File: config.mk
export PLATFORM = sky130hd
export DESIGN_NAME = bmem_arbiter_flat
export DESIGN_NICKNAME = d
export VERILOG_FILES = /design/src/rtl/bmem_arbiter_pkg.sv /design/src/rtl/bmem_arbiter_if.sv /design/src/rtl/bmem_arbiter_line_deserializer.sv /design/src/rtl/bmem_arbiter.sv /design/src/flat_wrapper.sv
export SDC_FILE = /design/constraint.sdc
export NUM_CORES = 2
export LEC_CHECK = 0
export BUFFER_PORTS_ARGS = -buffer_cell sky130_fd_sc_hd__buf_2
export CAP_MARGIN = 20
export CORE_AREA = 5 5 404 406
export CTS_CLUSTER_SIZE = 25
export DETAILED_ROUTE_END_ITERATION = 12
export DIE_AREA = 0 0 409 411
export HOLD_SLACK_MARGIN = 0.15
export SYNTH_ARGS = -nofsm -noshare
export SYNTH_HDL_FRONTEND = slang
export SYNTH_SLANG_ARGS = --single-unit
File: constraint.sdc
create_clock -name clk -period 27.6 [get_ports clk]
set_clock_uncertainty 0.05 [all_clocks]
set_input_delay 0 -clock clk [delete_from_list [all_inputs] [get_ports clk]]
set_output_delay 0 -clock clk [all_outputs]
set_load 0.01 [all_outputs]
File: src/rtl/bmem_arbiter_pkg.sv
// Shared types and sizing for the cacheline-to-bmem arbiter.
// Line geometry is fixed here so the interface, top and bench agree on widths.
package bmem_arbiter_pkg;

  localparam int BEAT_W    = 64;
  localparam int BURST_LEN = 4;
  localparam int LINE_W    = BEAT_W * BURST_LEN;

  typedef enum logic [2:0] {
    IDLE,
    RD_CMD,
    RD_DATA,
    WR_BURST,
    RESP
  } arb_state_t;

  typedef enum logic {
    CLIENT_I,
    CLIENT_D
  } arb_client_t;

  function automatic arb_client_t other_client(input arb_client_t c);
    return (c == CLIENT_I) ? CLIENT_D : CLIENT_I;
  endfunction

endpackage

File: src/rtl/bmem_arbiter_if.sv
// Cache-client and bmem-side signal bundle of the arbiter.
// master = arbiter view, slave = caches/memory view.
interface bmem_arbiter_if;
  import bmem_arbiter_pkg::*;

  logic [31:0]       i_addr;
  logic              i_read;
  logic [LINE_W-1:0] i_rdata;
  logic              i_resp;

  logic [31:0]       d_addr;
  logic              d_read;
  logic              d_write;
  logic [LINE_W-1:0] d_wdata;
  logic [LINE_W-1:0] d_rdata;
  logic              d_resp;

  logic [31:0]       bmem_addr;
  logic              bmem_read;
  logic              bmem_write;
  logic [BEAT_W-1:0] bmem_wdata;
  logic              bmem_ready;
  logic [31:0]       bmem_raddr;
  logic [BEAT_W-1:0] bmem_rdata;
  logic              bmem_rvalid;

  logic              proto_err;

  modport master (
    input  i_addr, i_read,
    output i_rdata, i_resp,
    input  d_addr, d_read, d_write, d_wdata,
    output d_rdata, d_resp,
    output bmem_addr, bmem_read, bmem_write, bmem_wdata,
    input  bmem_ready, bmem_raddr, bmem_rdata, bmem_rvalid,
    output proto_err
  );

  modport slave (
    output i_addr, i_read,
    input  i_rdata, i_resp,
    output d_addr, d_read, d_write, d_wdata,
    input  d_rdata, d_resp,
    input  bmem_addr, bmem_read, bmem_write, bmem_wdata,
    output bmem_ready, bmem_raddr, bmem_rdata, bmem_rvalid,
    input  proto_err
  );

endinterface

File: src/rtl/bmem_arbiter_line_deserializer.sv
// Beat counter plus line buffer: collects read beats into slots and
// presents the current write beat from a loaded line.
module bmem_arbiter_line_deserializer #(
  parameter int BEAT_W    = 64,
  parameter int BURST_LEN = 4,
  localparam int LINE_W   = BEAT_W * BURST_LEN,
  localparam int CNT_W    = (BURST_LEN > 1) ? $clog2(BURST_LEN) : 1
) (
  input  logic              clk,
  input  logic              rst,
  input  logic              load,
  input  logic [LINE_W-1:0] load_line,
  input  logic              store,
  input  logic [BEAT_W-1:0] beat,
  input  logic              adv,
  output logic              last,
  output logic [LINE_W-1:0] line,
  output logic [LINE_W-1:0] line_nxt,
  output logic [BEAT_W-1:0] cur_beat
);

  logic [CNT_W-1:0]  cnt_q, cnt_d;
  logic [LINE_W-1:0] line_q, line_d;

  assign last     = (cnt_q == CNT_W'(BURST_LEN - 1));
  assign line     = line_q;
  assign cur_beat = line_q[cnt_q*BEAT_W +: BEAT_W];

  // line_nxt is the buffer as it will look once the incoming beat lands
  always_comb begin
    line_nxt = line_q;
    line_nxt[cnt_q*BEAT_W +: BEAT_W] = beat;
    line_d = line_q;
    cnt_d  = cnt_q;
    if (load) begin
      line_d = load_line;
      cnt_d  = '0;
    end else if (store || adv) begin
      if (store) line_d = line_nxt;
      cnt_d = last ? '0 : cnt_q + 1'b1;
    end
  end

  always_ff @(posedge clk or posedge rst) begin
    if (rst) begin
      cnt_q  <= '0;
      line_q <= '0;
    end else begin
      cnt_q  <= cnt_d;
      line_q <= line_d;
    end
  end

endmodule

File: src/rtl/bmem_arbiter.sv
// Round-robin arbiter between I-cache and D-cache that turns whole-line
// requests into 64-bit bmem bursts, one transaction in flight at a time.
module bmem_arbiter
  import bmem_arbiter_pkg::*;
(
  input logic            clk,
  input logic            rst,
  bmem_arbiter_if.master bus
);

  arb_state_t  state_q, state_d;
  arb_client_t client_q, client_d;
  arb_client_t rr_last_q, rr_last_d;
  arb_client_t gnt;
  logic [31:0] addr_q, addr_d;
  logic        resp_prev_q;
  logic        perr_q, perr_d;
  logic [LINE_W-1:0] i_rdata_q, i_rdata_d, d_rdata_q, d_rdata_d;
  logic        i_resp_q, i_resp_d, d_resp_q, d_resp_d;
  logic        bmem_read_q, bmem_read_d, bmem_write_q, bmem_write_d;
  logic [31:0] bmem_addr_q, bmem_addr_d;

  logic i_req, d_req, gnt_wr, beat_hit;
  logic buf_load, beat_store, beat_adv;
  logic last_beat;
  logic [LINE_W-1:0] line_buf, line_nxt;
  logic [BEAT_W-1:0] wbeat;

  bmem_arbiter_line_deserializer #(
    .BEAT_W   (BEAT_W),
    .BURST_LEN(BURST_LEN)
  ) u_deser (
    .clk      (clk),
    .rst      (rst),
    .load     (buf_load),
    .load_line(bus.d_wdata),
    .store    (beat_store),
    .beat     (bus.bmem_rdata),
    .adv      (beat_adv),
    .last     (last_beat),
    .line     (line_buf),
    .line_nxt (line_nxt),
    .cur_beat (wbeat)
  );

  always_comb begin
    state_d    = state_q;
    client_d   = client_q;
    rr_last_d  = rr_last_q;
    addr_d     = addr_q;
    perr_d     = perr_q;
    i_rdata_d  = i_rdata_q;
    d_rdata_d  = d_rdata_q;
    gnt        = CLIENT_I;
    gnt_wr     = 1'b0;
    buf_load   = 1'b0;
    beat_store = 1'b0;
    beat_adv   = 1'b0;
    // a client whose resp just pulsed may still hold its request for a cycle
    i_req    = bus.i_read && !(resp_prev_q && client_q == CLIENT_I);
    d_req    = (bus.d_read || bus.d_write) && !(resp_prev_q && client_q == CLIENT_D);
    beat_hit = bus.bmem_rvalid && (bus.bmem_raddr == addr_q);

    unique case (state_q)
      IDLE: begin
        if (i_req || d_req) begin
          if (i_req && d_req) gnt = other_client(rr_last_q);
          else                gnt = d_req ? CLIENT_D : CLIENT_I;
          client_d  = gnt;
          rr_last_d = gnt;
          if (gnt == CLIENT_D) begin
            addr_d = bus.d_addr;
            gnt_wr = bus.d_write;
          end else begin
            addr_d = bus.i_addr;
          end
          buf_load = gnt_wr;
          state_d  = gnt_wr ? WR_BURST : RD_CMD;
        end
        if (bus.bmem_rvalid) perr_d = 1'b1;
      end
      RD_CMD: begin
        if (bus.bmem_ready) state_d = RD_DATA;
        if (bus.bmem_rvalid) perr_d = 1'b1;
      end
      RD_DATA: begin
        if (beat_hit) begin
          beat_store = 1'b1;
          if (last_beat) begin
            state_d = RESP;
            if (client_q == CLIENT_I) i_rdata_d = line_nxt;
            else                      d_rdata_d = line_nxt;
          end
        end else if (bus.bmem_rvalid) begin
          perr_d = 1'b1;
        end
      end
      WR_BURST: begin
        if (bus.bmem_ready) begin
          beat_adv = 1'b1;
          if (last_beat) begin
            state_d   = RESP;
            d_rdata_d = line_buf;
          end
        end
        if (bus.bmem_rvalid) perr_d = 1'b1;
      end
      RESP: begin
        state_d = IDLE;
        if (bus.bmem_rvalid) perr_d = 1'b1;
      end
      default: state_d = IDLE;
    endcase

    // outputs are decoded from the next state so they leave a flop
    bmem_read_d  = (state_d == RD_CMD);
    bmem_write_d = (state_d == WR_BURST);
    bmem_addr_d  = (bmem_read_d || bmem_write_d) ? addr_d : '0;
    i_resp_d     = (state_d == RESP) && (client_d == CLIENT_I);
    d_resp_d     = (state_d == RESP) && (client_d == CLIENT_D);
  end

  always_ff @(posedge clk or posedge rst) begin
    if (rst) begin
      state_q      <= IDLE;
      client_q     <= CLIENT_I;
      rr_last_q    <= CLIENT_I;
      addr_q       <= '0;
      resp_prev_q  <= 1'b0;
      perr_q       <= 1'b0;
      i_rdata_q    <= '0;
      d_rdata_q    <= '0;
      i_resp_q     <= 1'b0;
      d_resp_q     <= 1'b0;
      bmem_read_q  <= 1'b0;
      bmem_write_q <= 1'b0;
      bmem_addr_q  <= '0;
    end else begin
      state_q      <= state_d;
      client_q     <= client_d;
      rr_last_q    <= rr_last_d;
      addr_q       <= addr_d;
      resp_prev_q  <= (state_q == RESP);
      perr_q       <= perr_d;
      i_rdata_q    <= i_rdata_d;
      d_rdata_q    <= d_rdata_d;
      i_resp_q     <= i_resp_d;
      d_resp_q     <= d_resp_d;
      bmem_read_q  <= bmem_read_d;
      bmem_write_q <= bmem_write_d;
      bmem_addr_q  <= bmem_addr_d;
    end
  end

  assign bus.i_rdata    = i_rdata_q;
  assign bus.i_resp     = i_resp_q;
  assign bus.d_rdata    = d_rdata_q;
  assign bus.d_resp     = d_resp_q;
  assign bus.bmem_addr  = bmem_addr_q;
  assign bus.bmem_read  = bmem_read_q;
  assign bus.bmem_write = bmem_write_q;
  assign bus.bmem_wdata = bmem_write_q ? wbeat : '0;
  assign bus.proto_err  = perr_q;

endmodule
File: src/flat_wrapper.sv
// flat-port wrapper written by rule: the top's interface ports become plain ports
module bmem_arbiter_flat import bmem_arbiter_pkg::*;
  (clk, rst, bus_i_addr, bus_i_read, bus_i_rdata, bus_i_resp, bus_d_addr, bus_d_read, bus_d_write, bus_d_wdata, bus_d_rdata, bus_d_resp, bus_bmem_addr, bus_bmem_read, bus_bmem_write, bus_bmem_wdata, bus_bmem_ready, bus_bmem_raddr, bus_bmem_rdata, bus_bmem_rvalid, bus_proto_err);
  bmem_arbiter_if bus_i ();
  input logic clk;
  input logic rst;
  input wire logic [$bits(bus_i.i_addr)-1:0] bus_i_addr;
  input wire logic [$bits(bus_i.i_read)-1:0] bus_i_read;
  output wire logic [$bits(bus_i.i_rdata)-1:0] bus_i_rdata;
  output wire logic [$bits(bus_i.i_resp)-1:0] bus_i_resp;
  input wire logic [$bits(bus_i.d_addr)-1:0] bus_d_addr;
  input wire logic [$bits(bus_i.d_read)-1:0] bus_d_read;
  input wire logic [$bits(bus_i.d_write)-1:0] bus_d_write;
  input wire logic [$bits(bus_i.d_wdata)-1:0] bus_d_wdata;
  output wire logic [$bits(bus_i.d_rdata)-1:0] bus_d_rdata;
  output wire logic [$bits(bus_i.d_resp)-1:0] bus_d_resp;
  output wire logic [$bits(bus_i.bmem_addr)-1:0] bus_bmem_addr;
  output wire logic [$bits(bus_i.bmem_read)-1:0] bus_bmem_read;
  output wire logic [$bits(bus_i.bmem_write)-1:0] bus_bmem_write;
  output wire logic [$bits(bus_i.bmem_wdata)-1:0] bus_bmem_wdata;
  input wire logic [$bits(bus_i.bmem_ready)-1:0] bus_bmem_ready;
  input wire logic [$bits(bus_i.bmem_raddr)-1:0] bus_bmem_raddr;
  input wire logic [$bits(bus_i.bmem_rdata)-1:0] bus_bmem_rdata;
  input wire logic [$bits(bus_i.bmem_rvalid)-1:0] bus_bmem_rvalid;
  output wire logic [$bits(bus_i.proto_err)-1:0] bus_proto_err;
  assign bus_i.i_addr = bus_i_addr;
  assign bus_i.i_read = bus_i_read;
  assign bus_i_rdata = bus_i.i_rdata;
  assign bus_i_resp = bus_i.i_resp;
  assign bus_i.d_addr = bus_d_addr;
  assign bus_i.d_read = bus_d_read;
  assign bus_i.d_write = bus_d_write;
  assign bus_i.d_wdata = bus_d_wdata;
  assign bus_d_rdata = bus_i.d_rdata;
  assign bus_d_resp = bus_i.d_resp;
  assign bus_bmem_addr = bus_i.bmem_addr;
  assign bus_bmem_read = bus_i.bmem_read;
  assign bus_bmem_write = bus_i.bmem_write;
  assign bus_bmem_wdata = bus_i.bmem_wdata;
  assign bus_i.bmem_ready = bus_bmem_ready;
  assign bus_i.bmem_raddr = bus_bmem_raddr;
  assign bus_i.bmem_rdata = bus_bmem_rdata;
  assign bus_i.bmem_rvalid = bus_bmem_rvalid;
  assign bus_proto_err = bus_i.proto_err;
  bmem_arbiter u_core (.clk(clk), .rst(rst), .bus(bus_i));
endmodule
==> impl_metrics.json <==
{
  "slowest_stage": "buf_4",
  "htreeDepth": 3,
  "clkPwrFrac": 0.235,
  "synth_fa_ha_area_frac": 0.00178,
  "drt-met1-wl_um": 82000,
  "grt_pass1_vias": 42700,
  "cp-end-kind": "register",
  "synth_flop_cell": "dfrtp_1",
  "powerDensity_nw_per_um2": 95.5,
  "routedWlPerCell_um": 24.9,
  "ys_seq_elements": 845,
  "boundaryPins": 1036,
  "worst_pin_slew_ns": 1.35,
  "synth_mux_area_frac": 0.225,
  "num_vias": 41700,
  "cts_post_setup_buffers_inserted": 0,
  "dp.cells": 7003,
  "crit_fanout": 46,
  "synth_area_per_cell_um2": 10.1,
  "arrival_ns": 6.82,
  "ir_worst_vdd_uv": 73.9,
  "route.met2.wl_um": 92600,
  "crit_buf_inv": 5,
  "fin_crit_ns": 6.32,
  "required_ns": 28.10,
  "clock_latency_ns": 0.70,
  "setup_tns_ns": 0,
  "rsz0062_at_grt": "no",
  "instances_no_fill": 8209,
  "synth_cell_types": 37,
  "synth_top_area_frac": 0.503,
  "async_reset_ff_frac": 1.00,
  "overflow": 0,
  "grt_max_degree": 187,
  "hpwl_um": 137000,
  "layout-drive-gt1-share": 0.228,
  "antenna_found_initial": 23,
  "leakage_uw": 0.0304,
  "combPwrFrac": 0.436,
  "cts_made_buffers": 101,
  "synth_top_family_by_area": "multiplexers",
  "ctsHoldBuffers": 1009,
  "total_power_uw": 5990,
  "die-area_um2": 168000,
  "initial_core_util": 0.264,
  "final_core_util": 0.393,
  "seqPwrFrac": 0.329,
  "crit_type": "reg -> reg",
  "cpPeakStageDelay_ns": 0.77,
  "start_kind": "register",
  "synth-simple-area-share": 0.0989,
  "cts.path.max_buffers": 3,
  "crit_chain": "xnor2_1, nand4_1, or4_1, nor4b_2, buf_4, buf_4, buf_4, buf_4, mux2i_1, o21ai_0, dlygate4sd3_1",
  "syn_area_um2": 42100,
  "synth_edf_count": 0,
  "path_clk_slew_ns": 0.06,
  "fin_crit_sh": 0.229,
  "hold_path.class": "in -> reg",
  "dpl_cell_area_um2": 49100,
  "finalNetCount": 6460,
  "synth_xor_area_frac": 0.00604,
  "fmaxAchievable_ghz": 0.158,
  "status": "completed",
  "die_x_um": 409,
  "yosysSeqAreaShare": 0.503,
  "core.rowCount": 147,
  "drt-initial-drc-count": 4251,
  "dr_wl_met3_um": 18500,
  "drv_cap": 0,
  "via_per_inst": 5.08,
  "portBuffers": 1035,
  "syn_inst": 4144,
  "slew_headroom": 0.102,
  "finalSetupViolCount": 0,
  "syn_nets": 4573,
  "ctsResizeCount": 0,
  "dr.pass1.iters": 6,
  "grt_pass1_wl_um": 295000,
  "root_buffer": "clkbuf_16",
  "cp_common_cell": "buf_4",
  "cts_tree": "built",
  "synthToLayoutAreaGrowth_pct": 49.2,
  "p_sw_frac": 0.404,
  "grt_usage": 0.233,
  "postRouteAntennaNets": 0,
  "slew_viol_final": 0,
  "routed_wl_um": 205000,
  "coreArea_um2": 159000,
  "critical_path.top_delay_family": "buffers and inverters",
  "die_h_um": 411,
  "synth_warnings": 0,
  "hold_viol": 0,
  "top_layer_used": "met5",
  "numClockSinks": 845,
  "synth_area_leaders": "dfrtp_1, mux2i_1, nand2_1",
  "fin_area_um2": 62700,
  "p_int_uw": 3570,
  "switchingPower_uw": 2420,
  "place.gp.congestion": 0.953,
  "fill_cells": 15500,
  "drc_errors": 0,
  "synth_area_leader_cell": "dfrtp_1",
  "synth_compound_area_frac": 0.107
}
## per-stage QoR
stage          setup WS, ns  hold WS [ns]
6_report              21.28         0.242
4_1_cts               21.45         0.153
2_1_floorplan          3.81        0.0668
3_3_place_gp          21.57         0.154
5_1_grt               21.09         0.197
3_5_place_dp          21.50         0.159
## worst paths after layout
| check | startpoint | endpoint | slack (ns) | depth (start not counted) |
|---|---|---|---|---|
| setup / recovery | u_core.addr_q[16]$_DFF_PP0_ | u_core.u_deser.line[225]$_DFFE_PP0P_ | 21.28 | 11 |
| hold / removal | bus_d_read | u_core.rr_last_q$_DFFE_PP0P_ | 0.24 | 3 |
| setup reg to reg | u_core.addr_q[16]$_DFF_PP0_ | u_core.u_deser.line[225]$_DFFE_PP0P_ | 21.28 | 11 |
| hold reg to reg | u_core.bus.i_rdata[111]$_DFFE_PP0P_ | u_core.bus.i_rdata[111]$_DFFE_PP0P_ | 0.43 | 1 |
| max in group asynchronous | rst | u_core.bus.d_rdata[30]$_DFFE_PP0P_ | 21.96 | 9 |
| min in group asynchronous | rst | u_core.bus.d_rdata[1]$_DFFE_PP0P_ | 0.68 | 4 |
## layout make-up
class	instances	area [um2]	share of cell area
Sequential cell	845	21200	0.337
Antenna cell	12	30.0	0.000479
Clock inverter	33	493	0.00786
Timing Repair Buffer	2105	15900	0.253
Multi-Input combinational cell	2709	18600	0.297
Inverter	269	1020	0.0162
Tap cell	2086	2610	0.0416
Clock buffer	150	2960	0.0472
## power groups by stage
stage                     Combinational, uW  Sequential (uW)  Clock, uW
after floorplan                        1230             1890          0
after global placement                 2110             1960          0
after detailed placement               2130             1970          0
after CTS                              2550             1950       1430
after global routing                   2800             2000       1480
final                                  2610             1970       1410
## placed cells by master (no fill, tap or decap), drive strengths merged, types with 64 or more instances in the layout
master,count
o21ai,520
dfrtp,845
inv,277
o22ai,257
clkbuf,150
mux4,64
mux2,256
nand2,842
buf,1096
dlygate4sd3,1009
mux2i,513
and2,97
## sequential cells by signal, summed over array words and instances (netlist names)
name	flops
u_core.addr_q	32
u_core.bus.bmem_addr	32
u_core.bus.bmem_read	1
u_core.bus.bmem_write	1
u_core.bus.d_rdata	256
u_core.bus.d_resp	1
u_core.bus.i_rdata	256
u_core.bus.i_resp	1
u_core.bus.proto_err	1
u_core.client_q	1
u_core.resp_prev_q	1
u_core.rr_last_q	1
u_core.state_q	3
u_core.u_deser.cnt_q	2
u_core.u_deser.line	256
## cells by family (layout without fill, tap and decap cells)
logic type / Yosys count / in the layout
adder cells (fa/ha/maj): 6 / 6
XOR/XNOR: 29 / 29
multiplexers: 833 / 833
AO/OA/AOI/OAI: 823 / 823
buffers and inverters: 590 / 2557
AND/OR/NAND/NOR: 1018 / 1018
flip-flops: 845 / 845
other: 0 / 12
## worst min-delay path, cell delays in order
cell and delay, ns:
buf_2 0.12, o221a_2 0.57, o2bb2ai_1 0.24
## cell usage after synthesis, drive strengths merged (3+ instances only)
cell type	n
a21oi	4
a31oi	32
and2	97
and3	6
buf	73
clkbuf	248
dfrtp	845
ha	6
inv	269
mux2	256
mux2i	513
mux4	64
nand2	842
nand3	4
nand4	4
nor2	40
nor2b	3
nor3	8
nor4	9
o21ai	520
o22ai	257
xnor2	6
xor2	23
## layer usage
metal | vias to the layer above | GRT usage
li1 | 18000 | -
met1 | 20800 | 0.298
met4 | 16 | 0.112
met2 | 2282 | 0.370
met3 | 531 | 0.0589
met5 | - | 0
Power figures use the tool's default switching activity.
